$ cat src/rtl/or1k_wb_boot_loader.sv
// -----------------------------------------------------------------------------
// or1k_wb_boot_loader
//
// Wishbone boot master that fills a tile's program memory before its cores run.
// A start pulse can zero-fill the whole memory first. It then streams words
// from a valid/ready source into consecutive word addresses starting at
// BASE_ADDR. The core reset stays asserted until a load has completed without
// a bus error or timeout.
//
// Parameters
//   MEM_SIZE   memory size in bytes (multiple of 4)
//   BASE_ADDR  byte address of the first word (word aligned)
//   TIMEOUT    cycles a strobe may wait for ack/err; 0 disables the timeout
//
// Ports
//   wb_clk_i, wb_rst_i       clock, asynchronous active-high reset
//   start_i                  start pulse (taken in IDLE, DONE or ERROR)
//   clear_i, word_count_i    zero-fill request and word count, read with start_i
//   ld_data_i, ld_valid_i,
//   ld_ready_o               load word stream (valid/ready)
//   wbm_*                    classic single-write Wishbone master
//   cpu_rst_o                core reset, low only in DONE
//   busy_o, done_o, error_o  status
// -----------------------------------------------------------------------------
module or1k_wb_boot_loader #(
    parameter logic [31:0] MEM_SIZE  = 32'h02000000,
    parameter logic [31:0] BASE_ADDR = 32'h00000000,
    parameter int unsigned TIMEOUT   = 16
) (
    input  logic        wb_clk_i,
    input  logic        wb_rst_i,
    input  logic        start_i,
    input  logic        clear_i,
    input  logic [31:0] word_count_i,
    input  logic [31:0] ld_data_i,
    input  logic        ld_valid_i,
    output logic        ld_ready_o,
    output logic [31:0] wbm_adr_o,
    output logic [31:0] wbm_dat_o,
    output logic [3:0]  wbm_sel_o,
    output logic        wbm_we_o,
    output logic        wbm_cyc_o,
    output logic        wbm_stb_o,
    output logic [2:0]  wbm_cti_o,
    output logic [1:0]  wbm_bte_o,
    input  logic        wbm_ack_i,
    input  logic        wbm_err_i,
    output logic        cpu_rst_o,
    output logic        busy_o,
    output logic        done_o,
    output logic        error_o
);

    typedef enum logic [2:0] {
        S_IDLE,
        S_CLEAR,
        S_LOAD,
        S_DONE,
        S_ERROR
    } state_t;

    localparam logic [31:0] MEM_WORDS = MEM_SIZE >> 2;
    // Timeout fires on the edge where the wait count would reach TIMEOUT.
    localparam logic [31:0] TO_LAST   = (TIMEOUT == 0) ? 32'd0 : 32'(TIMEOUT - 1);

    state_t      state_q;
    logic [31:0] adr_q;
    logic [31:0] dat_q;
    logic [3:0]  sel_q;
    logic        cyc_q;
    logic        we_q;
    logic        ready_q;
    logic        cpu_rst_q;
    logic [31:0] cnt_q;     // words acknowledged in the current phase
    logic [31:0] total_q;   // clamped load count
    logic [31:0] to_q;      // wait cycles of the current strobe

    logic [31:0] adr_d;
    logic [31:0] cnt_d;
    logic [31:0] count_d;
    logic        timeout_hit;

    assign adr_d   = adr_q + 32'd4;
    assign cnt_d   = cnt_q + 32'd1;
    // Saturating clamp keeps the last address at BASE_ADDR + MEM_SIZE - 4.
    assign count_d = (word_count_i > MEM_WORDS) ? MEM_WORDS : word_count_i;

    assign timeout_hit = (TIMEOUT != 0) && cyc_q && !wbm_ack_i && !wbm_err_i
                         && (to_q == TO_LAST);

    always_ff @(posedge wb_clk_i or posedge wb_rst_i) begin
        if (wb_rst_i) begin
            state_q   <= S_IDLE;
            adr_q     <= BASE_ADDR;
            dat_q     <= 32'd0;
            sel_q     <= 4'h0;
            cyc_q     <= 1'b0;
            we_q      <= 1'b0;
            ready_q   <= 1'b0;
            cpu_rst_q <= 1'b1;
            cnt_q     <= 32'd0;
            total_q   <= 32'd0;
            to_q      <= 32'd0;
        end else begin
            case (state_q)
                S_IDLE, S_DONE, S_ERROR: begin
                    if (start_i) begin
                        total_q   <= count_d;
                        adr_q     <= BASE_ADDR;
                        cnt_q     <= 32'd0;
                        to_q      <= 32'd0;
                        cpu_rst_q <= 1'b1;
                        if (clear_i) begin
                            // First zero write goes out right after the start edge.
                            state_q <= S_CLEAR;
                            cyc_q   <= 1'b1;
                            we_q    <= 1'b1;
                            sel_q   <= 4'hF;
                            dat_q   <= 32'd0;
                        end else begin
                            state_q <= S_LOAD;
                            ready_q <= (count_d != 32'd0);
                        end
                    end
                end

                S_CLEAR: begin
                    if (cyc_q) begin
                        if (wbm_err_i || timeout_hit) begin
                            state_q <= S_ERROR;
                            cyc_q   <= 1'b0;
                            we_q    <= 1'b0;
                            sel_q   <= 4'h0;
                        end else if (wbm_ack_i) begin
                            cyc_q <= 1'b0;
                            we_q  <= 1'b0;
                            sel_q <= 4'h0;
                            if (cnt_q == MEM_WORDS - 32'd1) begin
                                state_q <= S_LOAD;
                                adr_q   <= BASE_ADDR;
                                cnt_q   <= 32'd0;
                                ready_q <= (total_q != 32'd0);
                            end else begin
                                adr_q <= adr_d;
                                cnt_q <= cnt_d;
                            end
                        end else begin
                            to_q <= to_q + 32'd1;
                        end
                    end else begin
                        // Idle cycle between zero writes: launch the next one.
                        cyc_q <= 1'b1;
                        we_q  <= 1'b1;
                        sel_q <= 4'hF;
                        dat_q <= 32'd0;
                        to_q  <= 32'd0;
                    end
                end

                S_LOAD: begin
                    if (total_q == 32'd0) begin
                        state_q   <= S_DONE;
                        cpu_rst_q <= 1'b0;
                    end else if (cyc_q) begin
                        if (wbm_err_i || timeout_hit) begin
                            state_q <= S_ERROR;
                            cyc_q   <= 1'b0;
                            we_q    <= 1'b0;
                            sel_q   <= 4'h0;
                            ready_q <= 1'b0;
                        end else if (wbm_ack_i) begin
                            cyc_q <= 1'b0;
                            we_q  <= 1'b0;
                            sel_q <= 4'h0;
                            adr_q <= adr_d;
                            cnt_q <= cnt_d;
                            if (cnt_d == total_q) begin
                                state_q   <= S_DONE;
                                cpu_rst_q <= 1'b0;
                                ready_q   <= 1'b0;
                            end else begin
                                ready_q <= 1'b1;
                            end
                        end else begin
                            to_q <= to_q + 32'd1;
                        end
                    end else if (ready_q && ld_valid_i) begin
                        // Handshake: capture the word and start its single write.
                        dat_q   <= ld_data_i;
                        cyc_q   <= 1'b1;
                        we_q    <= 1'b1;
                        sel_q   <= 4'hF;
                        ready_q <= 1'b0;
                        to_q    <= 32'd0;
                    end
                end

                default: begin
                    state_q <= S_IDLE;
                    cyc_q   <= 1'b0;
                    we_q    <= 1'b0;
                    sel_q   <= 4'h0;
                    ready_q <= 1'b0;
                end
            endcase
        end
    end

    assign ld_ready_o = ready_q;
    assign wbm_adr_o  = adr_q;
    assign wbm_dat_o  = dat_q;
    assign wbm_sel_o  = sel_q;
    assign wbm_we_o   = we_q;
    assign wbm_cyc_o  = cyc_q;
    assign wbm_stb_o  = cyc_q;
    assign wbm_cti_o  = 3'b000;
    assign wbm_bte_o  = 2'b00;
    assign cpu_rst_o  = cpu_rst_q;
    assign busy_o     = (state_q == S_CLEAR) || (state_q == S_LOAD);
    assign done_o     = (state_q == S_DONE);
    assign error_o    = (state_q == S_ERROR);

endmodule

$ cat config.mk
export PLATFORM = sky130hd
export DESIGN_NAME = or1k_wb_boot_loader
export DESIGN_NICKNAME = d
export VERILOG_FILES = /design/src/rtl/or1k_wb_boot_loader.sv
export SDC_FILE = /design/constraint.sdc
export NUM_CORES = 1
export LEC_CHECK = 0
export BUFFER_PORTS_ARGS = -buffer_cell sky130_fd_sc_hd__buf_2
export CAP_MARGIN = 20
export CORE_MARGIN = 3
export CORE_UTILIZATION = 40
export CTS_CLUSTER_DIAMETER = 200
export CTS_CLUSTER_SIZE = 14
export DETAILED_ROUTE_END_ITERATION = 8
export PLACE_DENSITY = 0.57
export SETUP_SLACK_MARGIN = 0.02
export SLEW_MARGIN = 20
export SYNTH_ARGS = -nofsm -noshare
export SYNTH_HDL_FRONTEND = slang
export SYNTH_SLANG_ARGS = --single-unit
export TNS_END_PERCENT = 50
$ cat constraint.sdc
create_clock -name wb_clk_i -period 12.1 [get_ports wb_clk_i]
set_input_delay 2.42 -clock wb_clk_i [delete_from_list [all_inputs] [get_ports wb_clk_i]]
set_output_delay 2.42 -clock wb_clk_i [all_outputs]
set_load 0.01 [all_outputs]
After elaboration in Yosys (flattened, before gate mapping)
Cells that the tools add are included.
Storage, ports and cells
  output and inout bits: 81
  bits in registers: 171
  input port bits: 71
  word-level logic and storage cells: 161
Operators by class
  equal/unequal tests: 31
  muxes and demuxes: 91
  reduce and logical (&&, ||, !) cells: 24
  order comparisons: 1
  add/subtract/negate cells: 3
Operator list (number)
  $mux 32: 30
  $pmux 32 s3: 4
  $add 32x1->32 const B: 2
  $reduce_bool 32->1: 2
  $add 32x3->32 const B: 1
  $eq 32x23->1 const B: 1
  $eq 32x32->1: 1
  $eq 32x4->1 const B: 1
  $gt 32x24->1 const B: 1
  $logic_not 32->1: 1
  $mux 1: 32
  $mux 4: 8
  $mux 3: 10
  $ne 2x2->1 const B: 14
  $ne 3x3->1 const B: 7
  $reduce_and 9->1: 2
  $reduce_and 7->1: 2
  $ne 4x4->1 const B: 3
  $pmux 4 s3: 1
  $pmux 1 s3: 3
  $pmux 3 s3: 1
  $reduce_and 4->1: 2
  $eq 3x2->1 const B: 2
  $reduce_and 6->1: 1
  other kinds (13): 18

Logic depth before layout (Yosys ltp)
  depth after elaboration: 9
  depth in mapped cells: 12
  gate-level depth less buffers: 9

Worst setup path before layout
Ideal clock, no wire load.
  path type: input -> register
  start: input wbm_ack_i
  end: register cnt_q[26]
  stages: 10
  setup time: 0.130 ns
  data required time: 11.970 ns
  buffers on the path: 2
  setup slack: 7.857 ns
  arrival: 4.113 ns
  path through: nor4b_1 > nand3_1 > o311ai_1 > a21oi_1 > o221ai_1 > buf_2 > nor2_2 > buf_2 > a22oi_1 > o21ai_0
Between the ends
  cells in the longest elaborated chain, start to end: 7
  elaborated cells between the ends (all ways): 10
  those cells by class: eq/ne (4); reduce/logical (6)
RTL lines
  start: declaration: line 46  | input logic wbm_ack_i,
  $logic_not 1->1: line 88  | assign timeout_hit = (TIMEOUT != 0) && cyc_q && !wbm_ack_i && !wbm_err_i
  $logic_and 1x1->1 (2 in a row): line 88
  $logic_and 1x1->1: line 89  | && (to_q == TO_LAST);
  $logic_or 1x1->1: line 129, 165
  $ne 2x2->1 (no line)
  $reduce_and 9->1 (no line) *
  end signal: assignment: line 145  | cnt_q <= cnt_d;
  end signal: assignment: line 176  | cnt_q <= cnt_d;
  end: declaration: line 74  | logic [31:0] cnt_q;
Mark *: on every way between the ends. The rest lies on a longest branch, timed or not.
A chain may end at the register's enable or synchronous reset.

Final worst setup path
Ends and elaborated chain as after synthesis.

==> impl_metrics.json <==
{
  "cts_buffer_depth": 2,
  "power.density_nw_per_um2": 195,
  "wl_per_cell_um": 18.0,
  "dp_slack_ns": 6.80,
  "async_flop_share": 1.00,
  "fillers": 2163,
  "core_area_sq_um": 22200,
  "setup_tns_ns": 0,
  "die_y_um": 157,
  "p_seq_frac": 0.355,
  "r2r_end": "cnt_q[26]",
  "final_max_slew_viol_count": 0,
  "vias": 8194,
  "syn-cell-area_sq_um": 9170,
  "final.setup_skew_ns": 0.0179,
  "yosysSeqAreaShare": 0.450,
  "start_util": 0.414,
  "ctsRootBufferMaster": "clkbuf_16",
  "setup.worst_path.start_class": "primary input",
  "mostFrequentLayoutCells": "dfrtp_1, buf_2, o21ai_0",
  "hold_violations": 0,
  "grt_pass1_wl_um": 41000,
  "grt_max_degree": 112,
  "worstSetupPathType": "in -> reg",
  "grt-ovfl-total": 0,
  "io_buffers": 144,
  "mostFrequentLayoutCell": "dfrtp_1",
  "required_ns": 12.39,
  "cts_tree": "done",
  "arrival_ns": 5.13,
  "pwr-share-comb": 0.379,
  "insertedDiodeCount": 0,
  "antenna_left": 0,
  "dr.pass1.iters": 5,
  "insertion_delay_ns": 0.44,
  "cts.sink_count": 165,
  "power_switching_mw": 0.890,
  "ys_warn_count": 0,
  "cts_resized": 0,
  "crit_path_end": "cnt_q[26]",
  "antenna_found_initial": 0,
  "crit_path_start": "wbm_ack_i",
  "synth_seq_cells": 165,
  "fin_nets": 1197,
  "leakagePower_nw": 4.70,
  "timing.final.crit_share": 0.400,
  "vias_per_cell": 5.79,
  "max-slew-margin-rel": 0.311,
  "fin_crit_ns": 4.84,
  "irDropWorstVdd_mv": 0.0944,
  "grt_usage": 0.204,
  "setup-violations-final": 0,
  "clockPowerShare": 0.265,
  "reg2reg_depth": 11,
  "r2r_start": "cnt_q[0]",
  "die_w_um": 157,
  "r2r_setup_slack_ns": 8.02,
  "drc": 0,
  "drive_gt1_frac": 0.183,
  "tightest_slew_ns": 1.01,
  "row_count": 54,
  "postCtsSetupRepairBufs": 0,
  "h-tree-depth": 4,
  "synth.distinct_cells": 67,
  "setup_ws_ns": 7.26,
  "place_congestion": 0.835,
  "rsz0062_at_grt": "false",
  "hold_class": "reg -> reg",
  "area_growth_pct": 16.0,
  "synthFlopType": "dfrtp_1",
  "wl_um": 25500,
  "grt_pass1_vias": 7388,
  "clk_pin_slew_ns": 0.07,
  "syn-instance-count": 1019,
  "switching_share": 0.428,
  "die-area_sq_um": 24800,
  "drt_iter0_drc": 667,
  "end_kind": "register",
  "max_freq_mhz": 206,
  "drv_cap": 0,
  "synth_edf_count": 0,
  "p_int_mw": 1.19,
  "cts_made_buffers": 17,
  "cp_max_fo": 67,
  "ioPinCount": 152,
  "cts_hold_buf": 0,
  "dp_hpwl_um": 17600,
  "status": "complete, no violations",
  "synth_area_per_cell_sq_um": 9.00
}
-- Yosys cell counts (all sizes together) (2+ instances only) --
master   number  share of area
ha            3         0.0041
nor4b         2         0.0019
dfrtp       164           0.45
nor3b         2         0.0016
o311a         2         0.0022
a211oi        3         0.0025
nor2b        14         0.0095
o41ai         2         0.0019
o311ai        2         0.0019
and4         11          0.011
a31oi        16          0.011
a21o          2         0.0016
a22o         55          0.053
nor2         94          0.039
a22oi         3         0.0025
o2111ai       6         0.0057
nor4         37          0.027
a2111oi       2         0.0019
or4           2         0.0016
nor3         28          0.015
and2         18          0.012
o21a          2         0.0016
o31a          2         0.0019
nand4        37          0.027
and3         17          0.012
o21bai        2         0.0016
buf          35          0.022
o31ai        24          0.020
or2           3         0.0020
a21boi        2         0.0016
nand2b        5         0.0034
a21oi        32          0.018
o221ai        3         0.0029
mux2i         4         0.0044
o21ai       119          0.065
inv          20         0.0082
or3          13          0.010
nand2        85          0.035
xor2         19          0.018
clkbuf       39          0.016
xnor2        46          0.044
mux2          3         0.0037
o211ai        2         0.0016
nand3        24          0.013
-- power groups by stage --
stage,Clock [mW],Sequential [mW],Combinational [mW]
after floorplan,0,0.732,0.559
after global placement,0,0.746,0.785
after detailed placement,0,0.746,0.791
after CTS,0.565,0.737,0.792
after global routing,0.585,0.755,0.877
final,0.552,0.739,0.788
-- state kept, by name (all words and copies together) (netlist names), 3 cells and up --
name	cells
cnt_q	32
to_q	32
total_q	32
wbm_dat_o	32
wbm_adr_o	30
state_q	3
-- worst min path at each step --
stage,start,end,slack [ns],depth (start not counted)
6_report,wbm_adr_o[31],wbm_adr_o[31],0.50,1
3_5_place_dp,wbm_dat_o[31],wbm_dat_o[31],0.49,1
3_3_place_gp,wbm_adr_o[31],wbm_adr_o[31],0.47,1
5_1_grt,wbm_dat_o[1],wbm_dat_o[1],0.52,1
2_1_floorplan,to_q[29],to_q[29],0.49,1
4_1_cts,wbm_dat_o[10],wbm_dat_o[10],0.51,1
-- routing by layer --
metal / track usage / vias up / part of all wire
met4: 0.0521 / 0 / 0.011
met3: 0.0272 / 22 / 0.050
li1: - / 3960 / -
met5: 0 / - / 0
met2: 0.298 / 259 / 0.45
met1: 0.319 / 3953 / 0.49
-- logic make-up (layout without fill, tap and decap cells) --
logic type,after synthesis,in the layout,share of synthesized area
adders and majority gates,3,3,0.00409
AOI/OAI and AO/OA,289,289,0.206
and+or+nand+nor,395,395,0.223
buffers and inverters,94,205,0.0465
muxes,7,7,0.00805
other,1,7,0.000409
DFF,165,165,0.450
xor gates and xnor gates,65,65,0.0621
-- layout make-up --
type / instances / area, sq um / area share
well taps: 280 / 350 / 0.0329
inverters: 20 / 82.6 / 0.00776
clock inverters: 15 / 188 / 0.0176
clock buffers: 17 / 425 / 0.0400
flip-flops and latches: 165 / 4130 / 0.388
multi-input cells: 766 / 4670 / 0.439
repair buffers: 153 / 788 / 0.0741
-- through the flow --
stage | area, sq um | hold slack [ns] | instances | util | power (mW)
3_3_place_gp | 10000 | 0.470 | 1384 | 0.452 | 1.53
6_report | 10600 | 0.497 | 1416 | 0.480 | 2.08
3_5_place_dp | 10000 | 0.486 | 1384 | 0.452 | 1.54
5_1_grt | 10600 | 0.518 | 1416 | 0.480 | 2.22
4_1_cts | 10600 | 0.507 | 1416 | 0.480 | 2.09
2_1_floorplan | 9200 | 0.488 | 1025 | - | 1.29
-- worst max-delay path, stage by stage --
cell and delay (ns):
buf_2 0.13, nor4b_1 0.28, nand3_1 0.16, o311ai_1 0.33, a21oi_1 0.17, o221ai_4 0.16
buf_4 0.55, nor2_2 0.31, buf_4 0.31, a22oi_1 0.16, o21ai_0 0.10
No activity file was read; power rests on OpenSTA's default activity.
